<file path="src/rtl/screen_erase_sequencer.sv">
// Sequencer that blanks regions of a ring-buffered text screen and scrolls it.
// One command at a time: optional scroll-origin update, then a run of space writes.
module screen_erase_sequencer #(
    parameter int ROWS      = 24,
    parameter int COLS      = 80,
    parameter int ROW_BITS  = 5,
    parameter int COL_BITS  = 7,
    parameter int ADDR_BITS = 11
) (
    input  logic                 clk,
    input  logic                 reset,
    input  logic [1:0]           cmd,
    input  logic                 cmd_valid,
    output logic                 cmd_ready,
    input  logic [COL_BITS-1:0]  cursor_x,
    input  logic [ROW_BITS-1:0]  cursor_y,
    input  logic [ADDR_BITS-1:0] first_char,
    output logic [7:0]           new_char,
    output logic [ADDR_BITS-1:0] new_char_address,
    output logic                 new_char_wen,
    output logic [ADDR_BITS-1:0] new_first_char,
    output logic                 new_first_char_wen,
    output logic                 done,
    output logic                 busy
);

    localparam int N  = ROWS * COLS;
    localparam int AW = ADDR_BITS + 1;
    localparam logic [AW-1:0]        N_W       = AW'(N);
    localparam logic [AW-1:0]        COLS_W    = AW'(COLS);
    localparam logic [ADDR_BITS-1:0] LAST_ADDR = ADDR_BITS'(N - 1);
    localparam logic [7:0]           BLANK     = 8'h20;

    typedef enum logic [1:0] {IDLE, SCROLL, FILL, DONE} state_t;

    state_t               state;
    logic [AW-1:0]        remaining;
    logic [ADDR_BITS-1:0] fill_start;

    logic                 in_range;
    logic [AW-1:0]        pos;
    logic [AW-1:0]        base_mod;
    logic [AW-1:0]        sum_raw;
    logic [AW-1:0]        origin_raw;
    logic [ADDR_BITS-1:0] start_calc;
    logic [ADDR_BITS-1:0] scroll_origin;
    logic [AW-1:0]        count_calc;

    // Every sum stays below 2N, so a single conditional subtract keeps it inside the ring.
    always_comb begin
        in_range      = (cursor_x < COL_BITS'(COLS)) && (cursor_y < ROW_BITS'(ROWS));
        pos           = AW'(cursor_y) * COLS_W + AW'(cursor_x);
        base_mod      = ({1'b0, first_char} >= N_W) ? ({1'b0, first_char} - N_W) : {1'b0, first_char};
        sum_raw       = base_mod + pos;
        origin_raw    = base_mod + COLS_W;
        scroll_origin = ADDR_BITS'((origin_raw >= N_W) ? (origin_raw - N_W) : origin_raw);
        start_calc    = ADDR_BITS'(base_mod);
        count_calc    = '0;
        case (cmd)
            2'd0: begin
                start_calc = ADDR_BITS'((sum_raw >= N_W) ? (sum_raw - N_W) : sum_raw);
                count_calc = in_range ? (COLS_W - AW'(cursor_x)) : '0;
            end
            2'd1: begin
                start_calc = ADDR_BITS'((sum_raw >= N_W) ? (sum_raw - N_W) : sum_raw);
                count_calc = in_range ? (N_W - pos) : '0;
            end
            2'd2:    count_calc = N_W;
            default: count_calc = COLS_W;
        endcase
    end

    always_ff @(posedge clk or posedge reset) begin
        if (reset) begin
            state              <= IDLE;
            remaining          <= '0;
            fill_start         <= '0;
            new_char           <= '0;
            new_char_address   <= '0;
            new_char_wen       <= 1'b0;
            new_first_char     <= '0;
            new_first_char_wen <= 1'b0;
            done               <= 1'b0;
        end else begin
            case (state)
                IDLE: begin
                    done <= 1'b0;
                    if (cmd_valid) begin
                        if (cmd == 2'd3) begin
                            state              <= SCROLL;
                            new_first_char     <= scroll_origin;
                            new_first_char_wen <= 1'b1;
                            fill_start         <= start_calc;
                            remaining          <= count_calc;
                        end else if (count_calc == '0) begin
                            state <= DONE;
                            done  <= 1'b1;
                        end else begin
                            state            <= FILL;
                            new_char         <= BLANK;
                            new_char_address <= start_calc;
                            new_char_wen     <= 1'b1;
                            remaining        <= count_calc;
                        end
                    end
                end
                SCROLL: begin
                    state              <= FILL;
                    new_first_char_wen <= 1'b0;
                    new_char           <= BLANK;
                    new_char_address   <= fill_start;
                    new_char_wen       <= 1'b1;
                end
                FILL: begin
                    // remaining counts the write currently on the outputs, so 1 means last.
                    if (remaining == AW'(1)) begin
                        state        <= DONE;
                        new_char_wen <= 1'b0;
                        done         <= 1'b1;
                    end else begin
                        remaining        <= remaining - AW'(1);
                        new_char_address <= (new_char_address == LAST_ADDR) ? '0
                                            : new_char_address + ADDR_BITS'(1);
                    end
                end
                default: begin
                    state <= IDLE;
                    done  <= 1'b0;
                end
            endcase
        end
    end

    assign cmd_ready = (state == IDLE);
    assign busy      = !cmd_ready;

endmodule

</file>
<file path="config.mk">
export PLATFORM = sky130hd
export DESIGN_NAME = screen_erase_sequencer
export DESIGN_NICKNAME = d
export VERILOG_FILES = /design/src/rtl/screen_erase_sequencer.sv
export SDC_FILE = /design/constraint.sdc
export NUM_CORES = 1
export LEC_CHECK = 0
export CORE_MARGIN = 2
export CORE_UTILIZATION = 55
export DETAILED_ROUTE_END_ITERATION = 8
export GPL_ROUTABILITY_DRIVEN = 1
export GPL_TIMING_DRIVEN = 0
export PLACE_DENSITY = 0.85
export SETUP_SLACK_MARGIN = 0.1
export SLEW_MARGIN = 20
export SYNTH_ARGS = -nofsm -noshare
export SYNTH_HDL_FRONTEND = slang
export SYNTH_SLANG_ARGS = --single-unit
</file>
<file path="constraint.sdc">
create_clock -name clk -period 2.9 [get_ports clk]
set_input_delay 0.435 -clock clk [delete_from_list [all_inputs] [get_ports clk]]
set_output_delay 0.435 -clock clk [all_outputs]
set_load 0.03 [all_outputs]
</file>
==> metrics, run 1 <==
failing checks=setup timing; die width=93.3 um; Worst slew margin=0.323; share of cells above drive strength 1=0.179; Least-Margin Pin Slew=1.01 ns; Avg Synthesized Cell Area=8.23 um2; port bufs=54; DRC=0; VDD IR-drop max=521 uV; net switching power=2.79 mW; most frequent cells after synthesis=85 x nand2_1, 51 x dfrtp_1, 38 x o21ai_0; Unique masters post-synth=75; Worst Clk Skew=0.00964 ns; largest net degree at the start of global routing=28; reg-to-reg slack, setup=-0.28 ns; Post-Route WL=approximately 13000 um; DP Wirelength=9410 um; Max Clock Freq=266 MHz; max cap viols=0; endpoints failing hold=0; number of global-route vias before repair=4575; drt via density=6.34; Critical Path AT=just under 4 ns; post-synthesis sequential area ratio=0.291; Non-Filler Instances=between 700 and 800; fin nets=689; fin crit share=1.30; GRT Residual Overflow=0; worst-path fanout max=3; Crit Path Class=primary input to flop; Clk pin slew, worst setup/hold paths=0.11 ns; Place WS=-1.93 ns; clk root buf=clkbuf_8; worst hold slack=between 0.4 and 0.5 ns; placed inst area=about 5300 um2; post-synthesis cell count=533; worst r2r path cells=10; synthesized area=4390 um2; Pre-Repair DR Iteration Count=5; leading area contributor after synthesis=dfrtp_1; first-pass GRT wire length=21200 um; ys async rst share=1.00; Hold WC Path Type=primary input to asynchronous set/reset pin; row cnt=32; PwrDens=997 nW/um2; CTS buffer count=5; Comb power frac=0.677; initial antenna violation count=0; per-cell routed wire length=18.1 um; Yosys Warn Count=0; clock tree from TritonCTS=done; RR Startpoint=new_char_address[0]; status=complete, but fails checks; crit path launch type=primary input; core area=7730 um2; Final Critical Period=roughly 3.8 ns; Pins Over Slew Limit=0; Leakage Power=around 2.5 nW; die area=8710 um2; Pint=2.94 mW; most instantiated library cell after synthesis=nand2_1; largest cells by area after synthesis=dfrtp_1 29%, ha_1 9.7%, nand2_1 7.3%; Pwr Total=5.73 mW; Post-synth EDFFs=0; GRT Total Usage=0.303; endpoints failing setup=27; sw frac=0.487; clock latency on the worst-skew pair=around 0.32 ns; crit end category=flop; area delta synth->final=31.0%; FF+latch count, synth=51; H-tree levels=2; I/O pin total=between 60 and 70; top_reg_cell synth=dfrtp_1; Worst EP required=3.12 ns; Post-DRT Antenna Nets=0; unrepaired setup endpoints after global routing=yes; Iteration-0 DRC Markers=546; Seq pwr share=0.242; worst r2r dst=new_char_address[9]; via count=4610; DP Cell Count=696; share of the synthesized area in the top cell type=0.291; crit path to=new_char_address[9]; clock share of power=0.082; Worst Slack Setup Final=-0.865 ns; fillcell total=533; clk sinks=51; cell area after layout=5750 um2; Starting Density=0.568; die height=93.3 um; GP Congestion=0.940; # diodes=0; Worst Setup SP=cursor_y[1]; Bufs on Longest Clock Path=2
## power by group through the flow
stage | Sequential (mW) | Combinational (mW) | Clock [mW]
4_1_cts | 1.37 | 3.68 | 0.462
5_1_grt | 1.44 | 4.16 | 0.491
3_5_place_dp | 1.39 | 3.38 | 0
6_report | 1.39 | 3.88 | 0.468
2_1_floorplan | 1.65 | 2.10 | 0
3_3_place_gp | 1.37 | 3.26 | 0
## per-stage QoR
stage | setup TNS (ns) | util
finish | -14.11 | 0.744
global route | -16.70 | 0.744
CTS | -11.44 | 0.732
detailed placement | -35.68 | 0.681
global placement | -33.07 | 0.678
floorplan | -8.04 | -
## worst min-delay path by stage
stage / startpoint / endpoint / slack, ns
2_1_floorplan: fill_start[0] / fill_start[0] / 0.45
3_3_place_gp: new_char[5] / new_char[5] / 0.44
3_5_place_dp: new_first_char[1] / new_first_char[1] / 0.47
4_1_cts: new_first_char[2] / new_first_char[2] / 0.49
5_1_grt: new_first_char[2] / new_first_char[2] / 0.51
6_report: reset / remaining[4] / 0.48
## layer usage
layer / track usage / vias to the layer above / routed length (um)
li1: - / 2107 / -
met3: 0.0419 / 44 / 874
met5: 0 / - / 0
met2: 0.520 / 235 / 6550
met1: 0.386 / 2224 / 5370
met4: 0.115 / 0 / 385
## registers in the layout, indices dropped and copies added (netlist names)
name / count
new_char_wen: 1
new_char: 1
fill_start: 11
new_char_address: 11
new_first_char: 11
done: 1
new_first_char_wen: 1
state: 2
remaining: 12
## cell usage in the layout (no fill, tap or decap), drive strengths merged, types with 5 or more instances in the layout
master,netlist,final
o211ai,5,5
inv,32,33
nand3,11,11
clkbuf,15,20
a2bb2oi,6,6
a211oi,7,7
and3,5,5
clkdlybuf4s50,0,45
a21oi,32,32
nand2,85,85
dfrtp,51,51
nor3,11,11
mux2i,6,6
or3,7,7
xor2,16,16
o22ai,8,8
a21o,6,6
nand2b,6,6
conb,1,7
mux2,6,6
o31ai,9,9
nor2,29,29
buf,10,40
a31oi,6,6
xnor2,17,17
ha,34,34
o21ai,40,40
nor2b,6,6
## worst max-delay path, stage by stage
cell and delay [ns]:
buf_6 0.11, ha_4 0.28, ha_4 0.14, fa_2 0.47, buf_4 0.17, xnor2_1 0.31
ha_1 0.31, a21o_1 0.17, a41oi_2 0.21, o21ai_1 0.12, xnor2_1 0.22, a21bo_2 0.28
and3_4 0.15, o41a_1 0.34, mux2_4 0.27
## cell type report
class	count	area [um2]	share of cell area
multi-input combinational	430	3250	0.565
sequential	51	1280	0.222
timing repair buffer	78	742	0.129
buffer	25	131	0.0228
tap	102	128	0.0222
inverter	33	124	0.0215
clock buffer	5	68.8	0.0120
clock inverter	3	28.8	0.00500
## what timing repair did
action | in CTS | in global routing
pin swaps | 21 | 11
buffers inserted | 18 | 4
cloned | 1 | 0
gates resized for setup | 64 | 20
hold buffers | 0 | 0
endpoints found under the setup margin | 28 | 28
## logic make-up (layout without fill, tap and decap cells)
| group | after synthesis | count (layout) | share of synthesized area |
|---|---|---|---|
| adders and majority gates | 37 | 37 | 0.111 |
| DFF | 51 | 51 | 0.291 |
| and+or+nand+nor | 182 | 182 | 0.198 |
| buffers and inverters | 58 | 144 | 0.0562 |
| other | 1 | 7 | 0.000854 |
| xor gates and xnor gates | 33 | 33 | 0.0676 |
| AOI/OAI and AO/OA | 159 | 159 | 0.247 |
| muxes | 12 | 12 | 0.0291 |
(Power assumes the default switching activity.)
==> run 2: changes to the inputs <==
--- a/config.mk
+++ b/config.mk
@@ -12,7 +12,7 @@
 export GPL_TIMING_DRIVEN = 0
 export PLACE_DENSITY = 0.85
 export SETUP_SLACK_MARGIN = 0.1
-export SLEW_MARGIN = 20
+export SLEW_MARGIN = 5
 export SYNTH_ARGS = -nofsm -noshare
 export SYNTH_HDL_FRONTEND = slang
 export SYNTH_SLANG_ARGS = --single-unit
==> results of run 2 <==
The final DEF is identical to that of run 1; final timing and power are the same.
==> run 3: changes to the inputs <==
--- a/config.mk
+++ b/config.mk
@@ -5,8 +5,10 @@
 export SDC_FILE = /design/constraint.sdc
 export NUM_CORES = 1
 export LEC_CHECK = 0
+export ABC_AREA = 1
 export CORE_MARGIN = 2
 export CORE_UTILIZATION = 55
+export CTS_CLUSTER_DIAMETER = 50
 export DETAILED_ROUTE_END_ITERATION = 8
 export GPL_ROUTABILITY_DRIVEN = 1
 export GPL_TIMING_DRIVEN = 0
==> metrics, run 3 <==
status=complete, but fails checks; failing checks=setup timing; cell area after layout=6480 um2 (+13%); fillcell total=642 (+20%); Worst Setup SP=cursor_y[1]; largest net degree at the start of global routing=28 (unchanged); Critical Path AT=3.48 ns (-0.50 ns); FF+latch count, synth=51 (unchanged); max reg flops=12 (unchanged); crit path launch type=primary input; fin nets=917 (+33%); port bufs=54 (unchanged); RR Startpoint=state[0]; worst hold slack=0.473 ns (-0.0104 ns); Leakage Power=3.22 nW (+30%); clock share of power=0.090 (+0.008); Least-Margin Pin Slew=0.554 ns (-0.452 ns); Pins Over Slew Limit=0 (unchanged); Yosys Warn Count=0 (unchanged); net switching power=3.02 mW (+8.1%); Post-synth EDFFs=0 (unchanged); max cap viols=0 (unchanged); DRC=0 (unchanged); Final Critical Period=3.27 ns (-0.499 ns); # diodes=0 (unchanged); mux cell area share after synthesis=0 (-0.0291); Max Clock Freq=306 MHz (+15%); largest family of logic cells by synthesized area=simple AND/OR/NAND/NOR gates; clock tree from TritonCTS=done; initial antenna violation count=0 (unchanged); H-tree levels=2 (unchanged); Worst slew margin=0.630 (+0.307); leading area contributor after synthesis=dfrtp_1; Hold Startpoint=new_char[5]; Unique masters post-synth=45 (-40%); Pint=2.99 mW (+1.6%); Starting Density=0.560 (-0.00845); top_reg_cell synth=dfrtp_1; die width=97.5 um (+4.5%); GRT Total Usage=0.291 (-0.0122); met3 WL=1070 um (+22%); post-synthesis cell count=754 (+41%); Met1 Routed Length=5670 um (+5.6%); fin crit share=1.13 (-0.172); Hold WC Path Type=flop to flop; Bufs on Longest Clock Path=2 (unchanged); synthesized area=4810 um2 (+9.5%); clk root buf=clkbuf_8; Post-Route WL=14500 um (+9.7%); Pre-Repair DR Iteration Count=6 (+1); Worst Slack Setup Final=-0.366 ns (+0.499 ns); I/O pin total=63 (unchanged); endpoints failing hold=0 (unchanged); placed inst area=5670 um2 (+7.8%); Post-DRT Antenna Nets=0 (unchanged); Iteration-0 DRC Markers=287 (-47%); worst r2r path cells=9 (-1); Clk pin slew, worst setup/hold paths=0.10 ns (about the same); Worst Clk Skew=0.0149 ns (+0.00530 ns); Place WS=-1.16 ns (+0.775 ns); share of the synthesized area in the top cell type=0.265 (-0.0253); number of global-route vias before repair=5164 (+13%); adder-cell share of the synthesized area=0.101 (-0.00964); sw frac=0.502 (+0.0155); Crit Path Class=primary input to flop; DP Wirelength=10200 um (+8.5%); storage element area=1280 um2 (unchanged); XOR/XNOR share of the synthesized area=0.0271 (-0.0405); Multi-input gate area=3590 um2 (+10%); first-pass GRT wire length=23400 um (+10%); row cnt=34 (+6.3%); hold path endpoint=new_char[5]; Avg Synthesized Cell Area=6.38 um2 (-23%); Comb power frac=0.695 (+0.018); post-synthesis sequential area ratio=0.265 (-0.0253); Post-Synth Simple-Gate Area=0.372 (+0.174); worst-path fanout max=5 (+2); most frequent cells after synthesis=253 x nand2_1, 92 x inv_1, 67 x nor2_1; crit end category=flop; Compound-Gate Fraction of Synth Area=0.132 (-0.115); hold buffer count at cts=0 (unchanged); reg-to-reg slack, setup=0.37 ns (+0.65 ns); per-cell routed wire length=15.0 um (-17%); via count=5475 (+19%); commonest non-fill, non-tap cells in the layout=224 x nand2_1, 82 x inv_1, 56 x nor2_1, 51 x dfrtp_1, 45 x clkdlybuf4s50_1; die area=9510 um2 (+9.1%); core area=8590 um2 (+11%); GRT Residual Overflow=0 (unchanged); max layer used=met4; clk sinks=51 (unchanged); VDD IR-drop max=448 uV (-14%); unrepaired setup endpoints after global routing=yes; ys async rst share=1.00 (unchanged); WHS Path Cells=1; Met2 Routed Length=7110 um (+8.5%); PwrDens=928 nW/um2 (-7.0%); largest cells by area after synthesis=dfrtp_1 27%, nand2_1 20%, ha_1 8.8%; clock latency on the worst-skew pair=0.31 ns (about the same); share of cells above drive strength 1=0.212 (+0.0330); endpoints failing setup=30 (+11%); Worst EP required=3.11 ns (about the same); GP Congestion=0.950 (+1.0%); worst r2r dst=new_char_address[0]; Seq pwr share=0.215 (-0.027); CTS buffer count=5 (unchanged); most instantiated library cell after synthesis=nand2_1; area delta synth->final=34.7%; leading cell type in the layout, fill and taps excluded=nand2_1; die height=97.5 um (+4.5%); Biggest register=remaining; drt via density=5.70 (-10%); Pwr Total=6.01 mW (+4.8%)
## run 3: cell count changes after synthesis, moves of 8 or more
cell | before | now
nand4_1 | 3 | 14
nand2_1 | 85 | 253
nand3_1 | 11 | 62
inv_1 | 32 | 92
o21ai_0 | 38 | 47
o22ai_1 | 8 | 0
xnor2_1 | 16 | 4
nor2_1 | 27 | 67
o31ai_1 | 9 | 1
## run 3: critical path, cell delays in order
cell,delay [ns]
buf_8,0.10
ha_4,0.24
ha_4,0.17
fa_2,0.58
nand2_2,0.08
inv_4,0.09
nand2_4,0.07
nand2_4,0.08
inv_2,0.05
ha_4,0.27
nand2_4,0.10
a21oi_1,0.05
nor2_1,0.17
nand4_1,0.17
nand2_4,0.13
nand3_4,0.11
nand2_4,0.12
nand2_1,0.06
nand3_1,0.08
nand2_2,0.08
nand2_1,0.07
nand2_1,0.06
nand2_1,0.06
nand2_1,0.04
## run 3: per-stage QoR
step | instances | utilization | TNS (ns)
2_1_floorplan | 760 | - | -0.931
3_3_place_gp | 922 | 0.658 | -23.95
3_5_place_dp | 923 | 0.660 | -25.78
4_1_cts | 956 | 0.725 | -2.97
5_1_grt | 961 | 0.754 | -8.90
6_report | 961 | 0.754 | -5.69
## run 3: power by group through the flow
stage	clock network [mW]	registers, mW	logic (mW)
2_1_floorplan	0	1.56	2.09
3_3_place_gp	0	1.28	3.22
3_5_place_dp	0	1.29	3.33
4_1_cts	0.547	1.28	3.82
5_1_grt	0.567	1.34	4.52
6_report	0.543	1.29	4.18
## run 3: cell type report
type,instances,area share
clock buffers,6,0.0127
repair buffers,85,0.130
plain buffers,22,0.0220
multi-input cells,591,0.554
clock inverters,2,0.00599
flip-flops and latches,51,0.197
inverters,96,0.0576
well taps,108,0.0209
## run 3: cells by family (layout without fill, tap and decap cells)
group           Yosys count  in the layout
buf+inv                 118            211
fa+ha+maj                37             37
simple gates            422            422
compound gates          111            111
flops                    51             51
xor+xnor                 14             14
other cells               1              7
## run 3: worst max-delay path by stage
stage                     cells past startpoint  slack (ns)                    to
final                                        24       -0.37   new_char_address[8]
after global routing                         23       -0.50   new_char_address[9]
after CTS                                    25       -0.25  new_char_address[10]
after detailed placement                     22       -1.16   new_char_address[9]
after global placement                       22       -1.06   new_char_address[9]
after floorplan                              24       -0.16   new_char_address[8]
## run 3: timing repair
item                                    in CTS  in global routing
pin swaps                                   38                 34
endpoints found under the setup margin      32                 31
gates cloned                                 3                  0
hold endpoints to repair                     0                  0
setup buffers                               22                  5
gates resized for setup                     87                 54
## run 3: per-layer routing
metal  track usage  vias to the layer above
met5             0                        -
met4         0.119                        0
met3        0.0417                       55
met2         0.506                      270
met1         0.361                     2542
li1              -                     2608
